[config.mk]
export PLATFORM = sky130hd
export DESIGN_NAME = tdm_demux4_flat
export DESIGN_NICKNAME = d
export VERILOG_FILES = /design/src/rtl/tdm_demux4_if.sv /design/src/rtl/tdm_demux4.sv /design/src/flat_wrapper.sv
export SDC_FILE = /design/constraint.sdc
export NUM_CORES = 1
export LEC_CHECK = 0
export BUFFER_PORTS_ARGS = -buffer_cell sky130_fd_sc_hd__buf_2
export CAP_MARGIN = 20
export CORE_ASPECT_RATIO = 0.5
export CORE_MARGIN = 10
export CORE_UTILIZATION = 60
export CTS_BUF_LIST = sky130_fd_sc_hd__clkbuf_4
export DETAILED_ROUTE_END_ITERATION = 8
export PLACE_DENSITY = 0.82
export SLEW_MARGIN = 10
export SYNTH_ARGS = -nofsm -noshare
export SYNTH_HDL_FRONTEND = slang
export SYNTH_SLANG_ARGS = --single-unit
export TNS_END_PERCENT = 100
[constraint.sdc]
create_clock -name clk -period 4.4 [get_ports clk]
set_clock_uncertainty 0.2 [all_clocks]
set_input_delay 0.44 -clock clk [delete_from_list [all_inputs] [get_ports clk]]
set_output_delay 0.44 -clock clk [all_outputs]
set_load 0.02 [all_outputs]
[src/rtl/tdm_demux4_if.sv]
// Serial link and de-interleaved word bundle for the 4-channel TDM receiver.
// master = link/consumer side (bench), slave = tdm_demux4.
interface tdm_demux4_if #(
  parameter int unsigned WIDTH = 8
);
  logic             in_bit;
  logic             in_valid;
  logic             frame_sync;
  logic [WIDTH-1:0] out_a;
  logic [WIDTH-1:0] out_b;
  logic [WIDTH-1:0] out_c;
  logic [WIDTH-1:0] out_d;
  logic             out_valid;
  logic             locked;
  logic             sync_err;

  modport master (
    output in_bit, in_valid, frame_sync,
    input  out_a, out_b, out_c, out_d, out_valid, locked, sync_err
  );

  modport slave (
    input  in_bit, in_valid, frame_sync,
    output out_a, out_b, out_c, out_d, out_valid, locked, sync_err
  );
endinterface

[src/rtl/tdm_demux4.sv]
// Receive end of the 4-channel TDM link: de-interleaves one bit per slot (A/B/C/D)
// into four WIDTH-bit words and presents them together once per frame.
module tdm_demux4 #(
  parameter int unsigned WIDTH = 8
) (
  input  logic         clk,
  input  logic         reset_n,
  tdm_demux4_if.slave  bus
);

  localparam int unsigned FRAME = 4 * WIDTH;
  localparam int unsigned PW    = $clog2(FRAME);

  typedef enum logic {HUNT, RUN} state_t;

  state_t           state, state_d;
  logic [PW-1:0]    pos, pos_d;
  logic [WIDTH-1:0] sh_a, sh_b, sh_c, sh_d;
  logic [WIDTH-1:0] sh_a_d, sh_b_d, sh_c_d, sh_d_d;
  logic [WIDTH-1:0] out_a_d, out_b_d, out_c_d, out_d_d;
  logic             out_valid_d, sync_err_d;
  logic             last_c;

  function automatic logic [WIDTH-1:0] shl(input logic [WIDTH-1:0] r, input logic b);
    return {r[WIDTH-2:0], b};
  endfunction

  assign last_c = (pos == PW'(FRAME - 1));

  // Next-state, shift and word-load decode; nothing moves without in_valid.
  always_comb begin
    state_d     = state;
    pos_d       = pos;
    sh_a_d      = sh_a;
    sh_b_d      = sh_b;
    sh_c_d      = sh_c;
    sh_d_d      = sh_d;
    out_a_d     = bus.out_a;
    out_b_d     = bus.out_b;
    out_c_d     = bus.out_c;
    out_d_d     = bus.out_d;
    out_valid_d = 1'b0;
    sync_err_d  = 1'b0;

    if (bus.in_valid) begin
      case (state)
        HUNT: begin
          if (bus.frame_sync) begin
            sh_a_d  = shl(sh_a, bus.in_bit);
            pos_d   = PW'(1);
            state_d = RUN;
          end
        end
        RUN: begin
          if (bus.frame_sync && (pos != '0)) begin
            // Early sync: drop the partial frame and restart on this beat.
            sync_err_d = 1'b1;
            sh_a_d     = shl(sh_a, bus.in_bit);
            pos_d      = PW'(1);
          end else if (!bus.frame_sync && (pos == '0)) begin
            sync_err_d = 1'b1;
            pos_d      = '0;
            state_d    = HUNT;
          end else begin
            case (pos[1:0])
              2'd0:    sh_a_d = shl(sh_a, bus.in_bit);
              2'd1:    sh_b_d = shl(sh_b, bus.in_bit);
              2'd2:    sh_c_d = shl(sh_c, bus.in_bit);
              default: sh_d_d = shl(sh_d, bus.in_bit);
            endcase
            if (last_c) begin
              out_a_d     = sh_a;
              out_b_d     = sh_b;
              out_c_d     = sh_c;
              out_d_d     = shl(sh_d, bus.in_bit);
              out_valid_d = 1'b1;
              pos_d       = '0;
            end else begin
              pos_d = pos + PW'(1);
            end
          end
        end
      endcase
    end
  end

  always_ff @(posedge clk or negedge reset_n) begin
    if (!reset_n) begin
      state         <= HUNT;
      pos           <= '0;
      sh_a          <= '0;
      sh_b          <= '0;
      sh_c          <= '0;
      sh_d          <= '0;
      bus.out_a     <= '0;
      bus.out_b     <= '0;
      bus.out_c     <= '0;
      bus.out_d     <= '0;
      bus.out_valid <= 1'b0;
      bus.sync_err  <= 1'b0;
      bus.locked    <= 1'b0;
    end else begin
      state         <= state_d;
      pos           <= pos_d;
      sh_a          <= sh_a_d;
      sh_b          <= sh_b_d;
      sh_c          <= sh_c_d;
      sh_d          <= sh_d_d;
      bus.out_a     <= out_a_d;
      bus.out_b     <= out_b_d;
      bus.out_c     <= out_c_d;
      bus.out_d     <= out_d_d;
      bus.out_valid <= out_valid_d;
      bus.sync_err  <= sync_err_d;
      bus.locked    <= (state_d == RUN);
    end
  end

endmodule

[src/flat_wrapper.sv]
// flat-port wrapper written by rule: the top's interface ports become plain ports
module tdm_demux4_flat 
#(
  parameter int unsigned WIDTH = 8
)
  (clk, reset_n, bus_in_bit, bus_in_valid, bus_frame_sync, bus_out_a, bus_out_b, bus_out_c, bus_out_d, bus_out_valid, bus_locked, bus_sync_err);
  tdm_demux4_if #(.WIDTH(WIDTH)) bus_i ();
  input  logic clk;
  input  logic reset_n;
  input wire logic [$bits(bus_i.in_bit)-1:0] bus_in_bit;
  input wire logic [$bits(bus_i.in_valid)-1:0] bus_in_valid;
  input wire logic [$bits(bus_i.frame_sync)-1:0] bus_frame_sync;
  output wire logic [$bits(bus_i.out_a)-1:0] bus_out_a;
  output wire logic [$bits(bus_i.out_b)-1:0] bus_out_b;
  output wire logic [$bits(bus_i.out_c)-1:0] bus_out_c;
  output wire logic [$bits(bus_i.out_d)-1:0] bus_out_d;
  output wire logic [$bits(bus_i.out_valid)-1:0] bus_out_valid;
  output wire logic [$bits(bus_i.locked)-1:0] bus_locked;
  output wire logic [$bits(bus_i.sync_err)-1:0] bus_sync_err;
  assign bus_i.in_bit = bus_in_bit;
  assign bus_i.in_valid = bus_in_valid;
  assign bus_i.frame_sync = bus_frame_sync;
  assign bus_out_a = bus_i.out_a;
  assign bus_out_b = bus_i.out_b;
  assign bus_out_c = bus_i.out_c;
  assign bus_out_d = bus_i.out_d;
  assign bus_out_valid = bus_i.out_valid;
  assign bus_locked = bus_i.locked;
  assign bus_sync_err = bus_i.sync_err;
  tdm_demux4 #(.WIDTH(WIDTH)) u_core (.clk(clk), .reset_n(reset_n), .bus(bus_i));
endmodule
======== Word level (Yosys, flattened, before mapping) ========
Index checks and enable logic that the tools add are counted.
storage, ports and cells
  register bits ........................... 71
  bits of input ports ..................... 5
  output and inout port bits .............. 35
  word-level logic and storage cells ...... 59
cells by class
  $add $sub $neg .......................... 1
  eq/ne operators ......................... 6
  mux-type cells .......................... 23
  bitwise logic cells ..................... 4
  reduce and logical (&&, ||, !) cells .... 13
operators by type and width
  cell                                                                    count
  8-bit 2-to-1 mux                                                        4
  5-bit 2-to-1 mux                                                        4
  5-bit AND reduction                                                     4
  8-bit one-hot mux with 2 select lines                                   1
  1-bit 2-to-1 mux                                                        12
  5-bit one-hot mux with 2 select lines                                   1
  3-bit inequality test (second input constant)                           2
  5-bit by 1-bit adder with 5-bit output (second input constant)          1
  5-bit equality test (second input constant)                             1
  5-bit logical NOT                                                       1
  5-bit nonzero test                                                      1
  1-bit NOT                                                               4
  4-bit AND reduction                                                     1
  3-bit OR reduction                                                      1
  2-bit by 1-bit equality test with 1-bit output (second input constant)  1
  2-bit equality test (second input constant)                             1
  1-bit logical AND                                                       2
  2-bit logical NOT                                                       1
  2-bit inequality test (second input constant)                           1
  1-bit one-hot mux with 2 select lines                                   1
  2-bit AND reduction                                                     1
  1-bit logical NOT                                                       1

======== Depth between registers and ports, before layout ========
  word-level depth ........................ 6
  gate-level depth with buffers ........... 9

======== Worst setup path before layout ========
OpenSTA, ideal clock, no wires.
  kind .................................... reg-to-reg
  start point ............................. register u_core.pos[0]
  end point ............................... register u_core.bus.out_a[0]
  data arrival time ....................... 2.400 ns
  data required time ...................... 4.072 ns
  slack ................................... 1.672 ns
  stages on the path, launching flop included .. 10
  clock period less this slack ............ 2.728 ns
  cell sequence ........................... dfrtp_1 -> inv_1 -> ha_1 -> or4b_2 -> inv_1 -> ha_1 -> and3_1 -> nand2_2 -> buf_6 -> mux2_1
on the way
  longest elaborated chain between the ends .. 4
  elaborated cells on any way between the ends .. 8
  those cells by class .................... eq/ne: 1; bitwise: 2; reduce/logical: 5
ends and longest elaborated chain
  what                                                            RTL line                            RTL
  start, declared                                                 tdm_demux4.sv:17                    logic [PW-1:0] pos, pos_d;
  start signal, assigned                                          tdm_demux4.sv:104                   pos <= pos_d;
  5-bit nonzero test / 5-bit logical NOT (equally long branches)  tdm_demux4.sv:55, tdm_demux4.sv:60
  1-bit logical AND (on tied branches)                            tdm_demux4.sv:55, tdm_demux4.sv:60
  1-bit NOT (no source line)                                      --
  5-bit AND reduction (no source line) *                          --
  end signal, assigned                                            tdm_demux4.sv:109                   bus.out_a <= out_a_d;
  end, declared                                                   tdm_demux4_if.sv:24                 output out_a, out_b, out_c, out_d, out_valid, locked, sync_err
Mark *: on every way between the ends. The rest lies on a longest branch, timed or not.
A chain may end at the register's enable or synchronous reset.

======== Worst setup path after layout ========
  start point ............................. register u_core.pos[0]
  end point ............................... register u_core.bus.out_d[1]
on the way
  longest elaborated chain between the ends .. 4
  elaborated cells on any way between the ends .. 8
  those cells by class .................... eq/ne: 1; bitwise: 2; reduce/logical: 5
ends and longest elaborated chain
  what                                                            RTL line                            RTL
  5-bit nonzero test / 5-bit logical NOT (equally long branches)  tdm_demux4.sv:55, tdm_demux4.sv:60
  1-bit logical AND (on tied branches)                            tdm_demux4.sv:55, tdm_demux4.sv:60
  1-bit NOT (no source line)                                      --
  5-bit AND reduction (no source line) *                          --
  end signal, assigned                                            tdm_demux4.sv:112                   bus.out_d <= out_d_d;
  end, declared                                                   tdm_demux4_if.sv:24
Marks and branches as above.

==> metrics.md <==
| Metric | Value |
|---|---|
| Seq/Total Area, Yosys | 57.6% |
| P_leak | 1.85 nW |
| Share of async-settable or async-resettable flops after synthesis | 100% |
| Register-to-Register Path Depth | 8 |
| Slowest stage delay, CP | 0.62 ns |
| Post-layout net count | 283 |
| Number of synthesized register bits | 71 |
| Die area | 8580 um2 |
| Syn-to-layout area delta | 12.9% |
| Crit-path cells | inv_1, ha_1, or4b_2, inv_1, ha_1, and3_1, nand2_2, mux2_1 |
| Placer Congestion | 0.814 |
| Total gr overflow | 0 |
| H-Tree Level Count | 3 |
| Filler instances | 361 |
| Initial DRC count | 115 |
| Number of buffers added on ports | 39 |
| Antenna Diode Count | 0 |
| CTS tree | yes |
| CTS root buf | clkbuf_4 |
| DR DRC count | 0 |
| Global-route wire length before repair | 9.47 mm |
| R2r endpoint | u_core.bus.out_d[1] |
| RSZ-0062 raised after global routing | no |
| R2R Setup Slk | 1.12 ns |
| CP max stage cell | or4b_2 |
| Rows | 18 |
| # placed instances | 326 |
| Final setup viols | 0 |
| Core area | 4950 um2 |
| Overall routed net length | 5.77 mm |
| Least-Margin Pin Slew | 0.948 ns |
| Die height | 70.7 um |
| Tcrit/Tclk final | 74.5% |
| 1st-pass router iterations | 4 |
| Fin cells | 343 |
| Routed vias/inst | 5.70 |
| Clk_lat worst skew | 0.41 ns |
| Sequential Area | 1780 um2 |
| Syn Nets | 242 |
| Syn Inst Count | 227 |
| Post-route ant nets | 0 |
| Final Hold Fails | 0 |
| Finished Cell Area | 3480 um2 |
| CP startpoint kind | flip-flop |
| Vias in the first global route | 1963 |
| Cell Area, Placed | 3310 um2 |
| Number of synthesized flops with an enable pin | 0 |
| Max FO, Critical Path | 32 |
| Syn Area/Cell | 13.6 um2 |
| Most used DFF post-synth | dfrtp_1 |
| Achievable frequency | 305 MHz |
| Initial Util | 62.2% |
| Overall Global Routing Usage | 13.5% |
| Hold Crit Depth | 2 |
| Worst Hold Endpoint | u_core.sh_c[0] |
| Cts bufs inserted | 9 |
| Clk sinks | 71 |
| Run status | finished clean |
| Slew margin rel. | 36.8% |
| Final Slew Violations | 0 |
| Mapped cell area | 3080 um2 |
| Crit path DAT | 3.38 ns |
| Minimum clock period | 3.28 ns |
| P per Cell Area | 519 nW/um2 |
| Area occupied by multi-input gates | 1220 um2 |
| Die width | 121 um |
| Antenna violations before repair | 0 |
| Synth Warn # | 0 |
| Reg2reg start | u_core.pos[0] |
| Routed wire per std cell | 16.8 um |
| Longest Clk Path Bufs | 2 |
| Distinct cells, synth | 33 |
| Critical path class | reg2reg |
| Commonest non-fill, non-tap cells in the layout | 71 x dfrtp_1, 39 x buf_2, 30 x mux2_1 |
| Post-detail-place hpwl | 3.93 mm |
| # IOs | 40 |
| Crit path required time | 4.50 ns |
| Worst hold slack | 0.191 ns |
| Min-delay worst type | in2reg |
| Clk slew on worst S/H paths | 0.13 ns |
| Via count | 1955 |
| Layout cells sized above 1 | 30.8% |
| Worst Min Path Start | bus_in_bit |
| Worst setup EP type | flip-flop |
| Pin count of the biggest net entering global routing | 45 |
| Setup TNS Final | 0 ns |
| Max IR drop VDD | 0.272 mV |
| Commonest non-fill, non-tap cell in the layout | dfrtp_1 |
| Max cap viols | 0 |
| Power Total | 0.00181 W |
[kinds of logic after synthesis]
logic type	synth area share [%]
AOI/OAI and AO/OA	6.66
adders and majority gates	4.06
buffers and inverters	2.92
DFF	57.6
muxes	20.4
and+or+nand+nor	8.32
[timing repair]
item                                   CTS  global route
buffers inserted                         0             0
hold buffers                             1             0
endpoints found under the hold margin   43             0
resized for setup                        0             0
[worst max-delay path: cells and delay by family (launching register included)]
kind          cells  cell delay, ns
buf+inv           2            0.24
flops             1            0.47
simple gates      3            1.42
fa+ha+maj         2            0.45
mux               1            0.41
[metal layers]
| layer | wire (um) | track usage, % | vias to the layer above | share of wire [%] |
|---|---|---|---|---|
| li1 | - | - | 914 | - |
| met1 | 2570 | 16.0 | 983 | 45 |
| met2 | 2760 | 22.0 | 46 | 48 |
| met3 | 364 | 5.54 | 12 | 6.3 |
| met4 | 77 | 4.73 | 0 | 1.3 |
| met5 | 0 | 0 | - | 0 |
[power breakdown]
group          total [W]  switching (W)  internal [W]
combinational   0.000438       0.000229      0.000209
sequential      0.000904       0.000132      0.000772
clock           0.000465       0.000234      0.000231
[sequential cells by signal, indices dropped and copies added (netlist names)]
register,cells
u_core.bus.out_c,8
u_core.sh_d,7
u_core.bus.out_a,8
u_core.pos,5
u_core.bus.out_b,8
u_core.bus.sync_err,1
u_core.sh_a,8
u_core.bus.out_d,8
u_core.bus.locked,1
u_core.sh_c,8
u_core.sh_b,8
u_core.bus.out_valid,1
[cell type report]
class	count	share of cell area, %
repair buffers	41	6.11
multi-input cells	139	35.0
flip-flops and latches	71	51.1
clock inverters	7	2.77
well taps	70	2.52
inverters	6	0.647
clock buffers	9	1.94
[stage by stage]
stage / setup slack [ns] / util (%)
4_1_cts: 1.11 / 70.2
6_report: 1.12 / 70.2
3_3_place_gp: 1.24 / 66.7
2_1_floorplan: 1.67 / -
3_5_place_dp: 1.13 / 66.7
5_1_grt: 0.978 / 70.2
[Yosys cell counts, drive strengths merged (3+ instances only)]
library cell | count | area (um2)
nor2 | 3 | 11.3
dfrtp | 71 | 1780
nand3 | 10 | 50.1
mux2 | 55 | 619
nand2 | 5 | 21.3
buf | 9 | 60.1
nor2b | 9 | 56.3
nand4 | 9 | 56.3
inv | 6 | 22.5
a31oi | 9 | 56.3
o211ai | 8 | 60.1
ha | 10 | 125
[how the worst max path moves through the flow]
stage                   from                   to  slack, ns
5_1_grt        u_core.pos[0]  u_core.bus.out_a[1]       0.98
2_1_floorplan  u_core.pos[0]  u_core.bus.out_a[0]       1.67
3_3_place_gp   u_core.pos[0]  u_core.bus.out_c[2]       1.24
4_1_cts        u_core.pos[0]  u_core.bus.out_d[1]       1.11
6_report       u_core.pos[0]  u_core.bus.out_d[1]       1.12
3_5_place_dp   u_core.pos[0]  u_core.bus.out_c[3]       1.13
Note: power is estimated with default switching activity, not from simulation.
